### src/rtl/pipelined_skip_adder.sv
// Pipelined carry-skip adder/subtractor. Each stage resolves BLK*GRP bits through GRP
// skip blocks. A single global stall (adv) moves the whole valid/data chain in lock-step.
module pipelined_skip_adder #(
  parameter int N   = 32,
  parameter int BLK = 4,
  parameter int GRP = 2
) (
  input  logic         clk,
  input  logic         rst,
  input  logic         in_valid,
  output logic         in_ready,
  input  logic [N-1:0] a,
  input  logic [N-1:0] b,
  input  logic         cin,
  input  logic         sub,
  output logic         out_valid,
  input  logic         out_ready,
  output logic [N-1:0] sum,
  output logic         cout,
  output logic         ovf
);

  localparam int SW = BLK * GRP;
  localparam int L  = N / SW;

  typedef struct packed {
    logic [N-1:0] sum;
    logic         carry;
    logic         cmsb;
  } slice_t;

  // Resolves slice k: ripple inside each block, skip mux between blocks.
  // cmsb records the carry into bit N-1 when that bit lies in this slice.
  function automatic slice_t add_slice(
    input logic [N-1:0] av,
    input logic [N-1:0] bv,
    input logic [N-1:0] sum_in,
    input logic         cin_in,
    input logic         cmsb_in,
    input int           k
  );
    slice_t r;
    logic   blk_cin;
    logic   rc;
    logic   prop;
    int     idx;
    r.sum  = sum_in;
    r.cmsb = cmsb_in;
    rc     = cin_in;
    for (int g = 0; g < GRP; g++) begin
      blk_cin = rc;
      prop    = 1'b1;
      for (int i = 0; i < BLK; i++) begin
        idx = k * SW + g * BLK + i;
        if (idx == N - 1) r.cmsb = rc;
        r.sum[idx] = av[idx] ^ bv[idx] ^ rc;
        rc         = (av[idx] & bv[idx]) | ((av[idx] ^ bv[idx]) & rc);
        prop       = prop & (av[idx] ^ bv[idx]);
      end
      rc = rc | (prop & blk_cin);
    end
    r.carry = rc;
    return r;
  endfunction

  logic         stg_valid_q [L];
  logic         stg_valid_d [L];
  logic         stg_carry_q [L];
  logic         stg_carry_d [L];
  logic         stg_cmsb_q  [L];
  logic         stg_cmsb_d  [L];
  logic [N-1:0] stg_sum_q   [L];
  logic [N-1:0] stg_sum_d   [L];
  logic [N-1:0] stg_a_q     [L];
  logic [N-1:0] stg_a_d     [L];
  logic [N-1:0] stg_b_q     [L];
  logic [N-1:0] stg_b_d     [L];

  logic         out_valid_q, out_valid_d;
  logic [N-1:0] sum_q, sum_d;
  logic         cout_q, cout_d;
  logic         ovf_q, ovf_d;

  logic         adv;
  slice_t       step [L];

  // Stage 0 captures the raw beat with b already inverted for subtraction;
  // stage k+1 (or the output register) receives stage k with slice k resolved.
  always_comb begin
    adv = ~out_valid_q | out_ready;

    for (int k = 0; k < L; k++) begin
      step[k] = add_slice(stg_a_q[k], stg_b_q[k], stg_sum_q[k],
                          stg_carry_q[k], stg_cmsb_q[k], k);
      stg_valid_d[k] = stg_valid_q[k];
      stg_carry_d[k] = stg_carry_q[k];
      stg_cmsb_d[k]  = stg_cmsb_q[k];
      stg_sum_d[k]   = stg_sum_q[k];
      stg_a_d[k]     = stg_a_q[k];
      stg_b_d[k]     = stg_b_q[k];
    end

    out_valid_d = out_valid_q;
    sum_d       = sum_q;
    cout_d      = cout_q;
    ovf_d       = ovf_q;

    if (adv) begin
      stg_valid_d[0] = in_valid;
      stg_carry_d[0] = sub | cin;
      stg_cmsb_d[0]  = 1'b0;
      stg_sum_d[0]   = '0;
      stg_a_d[0]     = a;
      stg_b_d[0]     = sub ? ~b : b;

      for (int k = 1; k < L; k++) begin
        stg_valid_d[k] = stg_valid_q[k-1];
        stg_carry_d[k] = step[k-1].carry;
        stg_cmsb_d[k]  = step[k-1].cmsb;
        stg_sum_d[k]   = step[k-1].sum;
        stg_a_d[k]     = stg_a_q[k-1];
        stg_b_d[k]     = stg_b_q[k-1];
      end

      // Bubbles clear out_valid but leave the last result on the data outputs.
      out_valid_d = stg_valid_q[L-1];
      if (stg_valid_q[L-1]) begin
        sum_d  = step[L-1].sum;
        cout_d = step[L-1].carry;
        ovf_d  = step[L-1].cmsb ^ step[L-1].carry;
      end
    end
  end

  always_ff @(posedge clk) begin
    if (rst) begin
      for (int k = 0; k < L; k++) stg_valid_q[k] <= 1'b0;
      out_valid_q <= 1'b0;
      sum_q       <= '0;
      cout_q      <= 1'b0;
      ovf_q       <= 1'b0;
    end else begin
      for (int k = 0; k < L; k++) stg_valid_q[k] <= stg_valid_d[k];
      out_valid_q <= out_valid_d;
      sum_q       <= sum_d;
      cout_q      <= cout_d;
      ovf_q       <= ovf_d;
    end
  end

  // Datapath contents are qualified by the valid chain, so they need no reset.
  always_ff @(posedge clk) begin
    for (int k = 0; k < L; k++) begin
      stg_carry_q[k] <= stg_carry_d[k];
      stg_cmsb_q[k]  <= stg_cmsb_d[k];
      stg_sum_q[k]   <= stg_sum_d[k];
      stg_a_q[k]     <= stg_a_d[k];
      stg_b_q[k]     <= stg_b_d[k];
    end
  end

  assign in_ready  = adv;
  assign out_valid = out_valid_q;
  assign sum       = sum_q;
  assign cout      = cout_q;
  assign ovf       = ovf_q;

endmodule
### config.mk
export PLATFORM = sky130hd
export DESIGN_NAME = pipelined_skip_adder
export DESIGN_NICKNAME = d
export VERILOG_FILES = /design/src/rtl/pipelined_skip_adder.sv
export SDC_FILE = /design/constraint.sdc
export NUM_CORES = 1
export LEC_CHECK = 0
export BUFFER_PORTS_ARGS = -buffer_cell sky130_fd_sc_hd__buf_2
export CORE_MARGIN = 2
export CORE_UTILIZATION = 45
export DETAILED_ROUTE_END_ITERATION = 10
export PLACE_DENSITY_LB_ADDON = 0.12
export RECOVER_POWER = 50
export SLEW_MARGIN = 0
export SYNTH_ARGS = -nofsm -noshare
export SYNTH_HDL_FRONTEND = slang
export SYNTH_SLANG_ARGS = --single-unit
### constraint.sdc
create_clock -name clk -period 5 [get_ports clk]
set_input_delay 0.5 -clock clk [delete_from_list [all_inputs] [get_ports clk]]
set_output_delay 0.5 -clock clk [all_outputs]
set_load 0.02 [all_outputs]
* Word level (Yosys, flattened, before mapping) *
Memory sizes are Yosys's and may differ from the RTL's.
Cells that the tools add are included.

cells by class
  muxes and demuxes = 13
  bitwise logic cells = 209
  reduce and logical (&&, ||, !) cells = 1

operators with widths
  kind                 count
  128-bit 2-to-1 mux   3
  1-bit bitwise AND    96
  1-bit XOR            65
  1-bit bitwise OR     46
  32-bit 2-to-1 mux    1
  32-bit NOT           1
  4-bit 2-to-1 mux     2
  1-bit 2-to-1 mux     7
  2-bit AND reduction  1
  1-bit NOT            1

storage, ports and cells
  register bits = 35
  bits in writable memories = 392
  input bits = 70
  memories = 5

memories
  memory       depth  width  read ports  clocked after memory_dff  write ports  RTL line  source
  stg_a_q      4      32     4           0                         4            74        logic [N-1:0] stg_a_q [L];
  stg_b_q      4      32     4           0                         4            76        logic [N-1:0] stg_b_q [L];
  stg_sum_q    4      32     4           0                         4            72        logic [N-1:0] stg_sum_q [L];
  stg_carry_q  4      1      4           0                         4            68        logic stg_carry_q [L];
  stg_valid_q  4      1      4           0                         4            66        logic stg_valid_q [L];

* Longest topological paths before layout *
Gate-level depths: netlist (run 1).

  depth in word-level cells = 20
  gate-level depth with buffers = 15

* Worst setup path after synthesis (run 1) *
Ideal clock, no wire load.

  path kind = register to register
  start point = memory stg_carry_q[3]
  end point = register ovf_q (netlist: ovf)
  arrival time = 4.507 ns
  setup slack = 0.360 ns
  stages on the path, launching flop included = 16
  period minus slack after synthesis = 4.640 ns
  cell sequence = edfxtp_1 > inv_1 > fa_1 > inv_1 > fa_1 > fa_1 > fa_1 > a31o_1 > fa_1 > fa_1 > fa_1 > fa_1 > nor2_1 > and4bb_2 > a2111o_1 > a311oi_1

RTL lines
  item                  RTL line  source
  start, declared       68
  end signal, assigned  147       ovf_q <= ovf_d;
  end, declared         82        logic ovf_q, ovf_d;

==> out/summary.txt, run 1 <==
Largest cells by area after synthesis - edfxtp_1, dfxtp_1, fa_1, ha_1, nand2_1
TritonCTS clock tree - built
Syn Nets - 670
Area share of the largest cell type after synthesis - 68.2%
Clock skew - 5.93 ps
Post-route insts no fill - 946
Vias - 4,337
Fmax - 212 MHz
Routed WL - 13,500 um
Seq/Total Area, Yosys - 76.5%
First-pass GRT wire length - 21,500 um
Gate Count Post-Synth - 536
Routed Antenna Nets - 0
Hold Fails Final Rpt - 0
CTS root buffer - clkbuf_16
Total gr overflow - 0
Leak - 4.25 nW
Post-synthesis average cell area - 17.4 sq um
Max-slew violation count - 34
Post-synth EDFFs - 212
Num CTS Buffers - 26
Post-synth ARST share - 0%
CTS sink cnt - 251
Area added between synthesis and finish - 17.4%
# IOs - 106
Starting DRT DRC Count - 144
Via-to-Cell Ratio - 4.58
Finished Core Util - 54.0%
Hold WS - 164 ps
DRC Markers - 0
Largest net degree at the start of global routing - 145
# setup viols final - 0
Layout cell share with drive strength beyond 1 - 16.7%
WS Path Type - reg -> reg
H-tree lvl count - 1
Dominant synthesized flop cell - edfxtp_1
RSZ-0062 raised after global routing - no
# diodes - 0
Die H - 148 um
Mapped Area - 0.00934 sq mm
Post-layout net count - 791
Tmin final - 4720 ps
Die X - 148 um
Drt pass-1 iters - 5
Req. time, crit path - 5380 ps
Worst-margin pin slew - 2350 ps
Number of global-route vias before repair - 4,408
Post-synth top area cell - edfxtp_1
Overall Power - 4.78 mW
Worst-path clk slew - 60 ps
VDD IR-drop max - 0.235 mV
GRT Util Overall - 12.4%
Placed cells - 899
Cell variety after synth - 29
Crit share post-route - 94.4%
Initial Utilization - 46.0%
# fillers - 1,676
Pwr Density - 436 mW/mm^2
Worst hold-check path type - in -> reg
Slew HR - -56.7%
Initial antenna violation count - 0
Clk_lat worst skew - 510 ps
Routed wire per std cell - 14.3 um
Cts hold-fix bufs - 0
Final TNS setup - 0 ps
CP Max Fanout - 5
Core area - 0.0203 sq mm
Crit path DAT - 5100 ps
Die footprint - 0.0219 sq mm
Crit path launch type - flip-flop
Clock buffer depth - 3
GPL Wtd Cong - 0.754
Crit end category - flip-flop
Failing checks - max-capacitance violations, max-slew violations
# rows - 52
Yosys reg bits - 251
Yosys warns - 0
I/O Buffers - 105
Dpl hpwl - 8510 um
Max-Cap Viols - 1
Outcome - finished with violations
-- report_power, final --
group	total [mW]	switching (mW)	internal, mW
clock	1.87	0.715	1.16
combinational	0.246	0.135	0.111
sequential	2.66	0.0898	2.57
total	4.78	0.940	3.84
-- routing by layer --
layer  global-route usage (%)  up-vias  share of wire [%]
li1                         -     2122                  -
met1                     15.6     2102                 43
met2                     20.9       88                 49
met3                     3.52       25                5.7
met4                     4.14        0                2.3
met5                        0        -                  0
-- cells in the mapped netlist, drive strengths merged, types with 3 or more instances --
library cell  instances
and3                  3
xor2                 32
edfxtp              212
dfxtp                39
a31o                  3
inv                  32
ha                   32
clkbuf                9
nand2                78
and4                  5
a21oi                37
fa                   32
nor2                  4
buf                   6
-- metrics by stage --
stage                     cell area, sq um  setup slack, ps
after floorplan                       9340              360
after global placement               10200              233
after detailed placement             10200             89.5
after CTS                            11000             83.1
after global routing                 11000             37.8
final                                11000              279
-- critical path: stages, from the launching register on --
cell and delay [ps]:
edfxtp_1 390, inv_1 90, fa_1 170, inv_1 60, fa_1 460, fa_1 470
fa_1 420, a31o_1 260, fa_1 460, fa_1 450, fa_2 400, fa_1 490
nor2_1 120, and4bb_2 220, a2111o_1 90, a311oi_1 40
-- repair_timing --
action / 4_1_cts / 5_1_grt
buffers inserted: 0 / 0
resized for setup: 0 / 1
setup endpoints to repair: 0 / 1
-- logic make-up after synthesis --
family,synth area share [%]
fa+ha+maj,11.1
flops,76.5
compound gates,2.64
buf+inv,2.00
simple gates,4.66
xor+xnor,3.00
-- path summary, 6_finish.rpt --
path | start | endpoint | slack (ps) | depth (start not counted)
worst max-delay path | stg_b_q[3][24]$_DFFE_PN_ | ovf$_SDFFE_PP0P_ | 280 | 15
worst min register to register | stg_sum_q[2][1]$_DFFE_PN_ | stg_sum_q[3][1]$_DFFE_PN_ | 410 | 0
worst min-delay path | a[13] | stg_a_q[0][13]$_DFFE_PN_ | 160 | 1
worst max register to register | stg_b_q[3][24]$_DFFE_PN_ | ovf$_SDFFE_PP0P_ | 280 | 15
-- layout make-up --
class | count | area, sq um | share of cell area, %
flip-flops and latches | 251 | 7150 | 65.2
multi-input cells | 238 | 2000 | 18.2
clock buffers | 39 | 731 | 6.67
repair buffers | 108 | 503 | 4.59
well taps | 270 | 338 | 3.08
inverters | 32 | 128 | 1.16
clock inverters | 8 | 113 | 1.03
-- flip-flops by register name (all words and copies together) (netlist names) --
signal / count
out_valid: 1
stg_a_q: 80
ovf: 1
sum: 32
stg_valid_q: 4
cout: 1
stg_b_q: 80
stg_sum_q: 48
stg_carry_q: 4
-- cell usage in the layout, fill, tap and decap left out, types with 2 or more instances in the layout --
| cell | netlist | layout |
|---|---|---|
| dfxtp_1 | 39 | 39 |
| buf_2 | 6 | 69 |
| nand2_1 | 78 | 78 |
| and4_1 | 4 | 4 |
| nor2_1 | 4 | 4 |
| clkbuf_1 | 9 | 47 |
| clkinv_1 | 0 | 2 |
| ha_1 | 32 | 32 |
| inv_1 | 31 | 31 |
| buf_4 | 0 | 3 |
| bufinv_16 | 0 | 3 |
| and3_1 | 3 | 3 |
| clkbuf_16 | 0 | 27 |
| fa_1 | 32 | 31 |
| a31o_2 | 2 | 2 |
| clkinv_2 | 0 | 3 |
| edfxtp_1 | 212 | 212 |
| a21oi_1 | 37 | 37 |
| xor2_1 | 32 | 32 |
No activity file was read; power rests on OpenSTA's default activity.
==> run 2: changes to the inputs <==
--- a/config.mk
+++ b/config.mk
@@ -7,4 +7,5 @@
 export LEC_CHECK = 0
 export BUFFER_PORTS_ARGS = -buffer_cell sky130_fd_sc_hd__buf_2
+export CORE_ASPECT_RATIO = 0.9
 export CORE_MARGIN = 2
 export CORE_UTILIZATION = 45
==> constraint.sdc (replaced) <==
create_clock -name clk -period 5 [get_ports clk]
set_input_delay 0.5 -clock clk [delete_from_list [all_inputs] [get_ports clk]]
set_output_delay 0.5 -clock clk [all_outputs]
set_load 0.01 [all_outputs]
==> out/summary.txt, run 2 (synthesis gave the netlist of run 1 again) <==
# IOs - 106
Crit end category - flip-flop
DRC Markers - 0
Slew HR - -62.1%
Routed Antenna Nets - 0
Drt pass-1 iters - 4
Num CTS Buffers - 25
GRT Util Overall - 13.0%
Pwr Density - 432 mW/mm^2
# diodes - 0
Routed wire per std cell - 14.9 um
Hold Startpoint - a[20]
H-tree lvl count - 1
Die footprint - 0.0219 sq mm
Clk_lat worst skew - 510 ps
Hold Path Stages - 1
Core area - 0.0202 sq mm
Req. time, crit path - 5370 ps
WS Path Type - reg -> reg
Routed WL - 13,900 um
Worst-margin pin slew - 2430 ps
First-pass GRT wire length - 22,200 um
Commonest non-fill, non-tap cell in the layout - edfxtp_1
Crit share post-route - 95.9%
Internal power of the cells - 3.75 mW
Initial antenna violation count - 0
Worst hold-check path type - in -> reg
Vias - 4,362
Sw power - 0.962 mW
Sequential Power Share - 56.6%
CP Max Fanout - 5
R2R setup slack - 200 ps
Failing checks - max-capacitance violations, max-slew violations
Dpl hpwl - 8710 um
CTS sink cnt - 251
Cts hold-fix bufs - 0
Max-slew violation count - 74
Clock buffer depth - 3
Area added between synthesis and finish - 16.7%
Post-layout net count - 790
Die X - 156 um
Layout cell share with drive strength beyond 1 - 17.4%
Starting DRT DRC Count - 213
Outcome - finished with violations
Post-CTS setup buffer count - 0
Via-to-Cell Ratio - 4.70
Die H - 141 um
Finished Core Util - 54.0%
Crit path launch type - flip-flop
Comb power frac - 5.2%
Leak - 4.23 nW
Hold Fails Final Rpt - 0
Final TNS setup - 0 ps
Number of global-route vias before repair - 4,476
Max-Cap Viols - 2
Clock share of power - 38.3%
Worst reg2reg path depth - 15
GPL Wtd Cong - 0.781
Sw frac - 20.4%
Endpoint of the worst hold path - stg_a_q[0][20]$_DFFE_PN_
VDD IR-drop max - 0.221 mV
R2r endpoint - ovf$_SDFFE_PP0P_
Post-route insts no fill - 929
Worst-path clk slew - 60 ps
Initial Utilization - 46.3%
Cells resized by post-CTS repair - 0
I/O Buffers - 105
Regs by FF count - stg_a_q x80, stg_b_q x80, stg_sum_q x48
Clock skew - 8.85 ps
RSZ-0062 raised after global routing - no
Worst reg2reg startpoint - stg_b_q[3][24]$_DFFE_PN_
Placed cells - 884
Total gr overflow - 0
CTS root buffer - clkbuf_16
# rows - 49
# setup viols final - 0
Tmin final - 4800 ps
Crit path DAT - 5170 ps
Largest net degree at the start of global routing - 140
# fillers - 1,625
Most frequent cells in the layout - edfxtp_1, nand2_1, buf_2, clkbuf_1, dfxtp_1
TritonCTS clock tree - built
Fmax - 208 MHz
## run 2: changes by cell type in the layout (fill, tap and decap cells not counted)
cell	change
buf_2	-2
bufinv_16	-1
clkbuf_1	-6
clkbuf_16	-2
clkbuf_8	+2
clkinv_2	+4
clkinvlp_4	+1
inv_4	+2
## run 2: metrics by stage
stage               setup WS (ps)  cell area (sq um)  hold WS (ps)  total power [mW]
floorplan                     360               9340           400              2.84
global placement              233              10100           401              2.94
detailed placement            105              10100           405              2.96
CTS                          96.0              10900           148              4.77
global route                 13.7              10900           150              4.91
finish                        203              10900           167              4.71
## run 2: worst max-delay path by stage
stage | start | to | cells past startpoint
after CTS | stg_b_q[3][24]$_DFFE_PN_ | ovf$_SDFFE_PP0P_ | 15
after floorplan | stg_carry_q[3]$_DFFE_PN_ | ovf$_SDFFE_PP0P_ | 15
final | stg_b_q[3][24]$_DFFE_PN_ | ovf$_SDFFE_PP0P_ | 15
after global placement | stg_carry_q[3]$_DFFE_PN_ | ovf$_SDFFE_PP0P_ | 15
after detailed placement | stg_b_q[3][24]$_DFFE_PN_ | ovf$_SDFFE_PP0P_ | 15
after global routing | stg_b_q[3][24]$_DFFE_PN_ | ovf$_SDFFE_PP0P_ | 15
## run 2: cell type report
| class | instances | area, sq um | share of cell area (%) |
|---|---|---|---|
| clock inverters | 14 | 123 | 1.13 |
| flip-flops and latches | 251 | 7150 | 65.6 |
| well taps | 255 | 319 | 2.93 |
| inverters | 32 | 128 | 1.17 |
| repair buffers | 108 | 500 | 4.59 |
| clock buffers | 31 | 678 | 6.23 |
| multi-input cells | 238 | 2000 | 18.3 |
## run 2: critical path, cell delays in order, from the launching register on
cell	delay [ps]
edfxtp_1	400
inv_1	90
fa_1	170
inv_1	60
fa_1	450
fa_1	460
fa_1	420
a31o_1	270
fa_1	470
fa_1	460
fa_2	460
fa_1	500
nor2_1	110
and4bb_2	220
a2111o_1	90
a311oi_1	50
## run 2: power groups by stage
stage / combinational [mW] / sequential, mW / clock (mW)
finish: 0.243 / 2.66 / 1.80
global route: 0.295 / 2.69 / 1.93
CTS: 0.254 / 2.67 / 1.85
detailed placement: 0.251 / 2.71 / 0
global placement: 0.239 / 2.70 / 0
floorplan: 0.160 / 2.68 / 0
## run 2: metal layers
layer	routed length [um]	vias to the layer above	GRT usage (%)
met3	678	30	2.80
li1	-	2123	-
met4	466	0	4.78
met1	5890	2116	16.6
met2	6820	93	22.1
met5	0	-	0
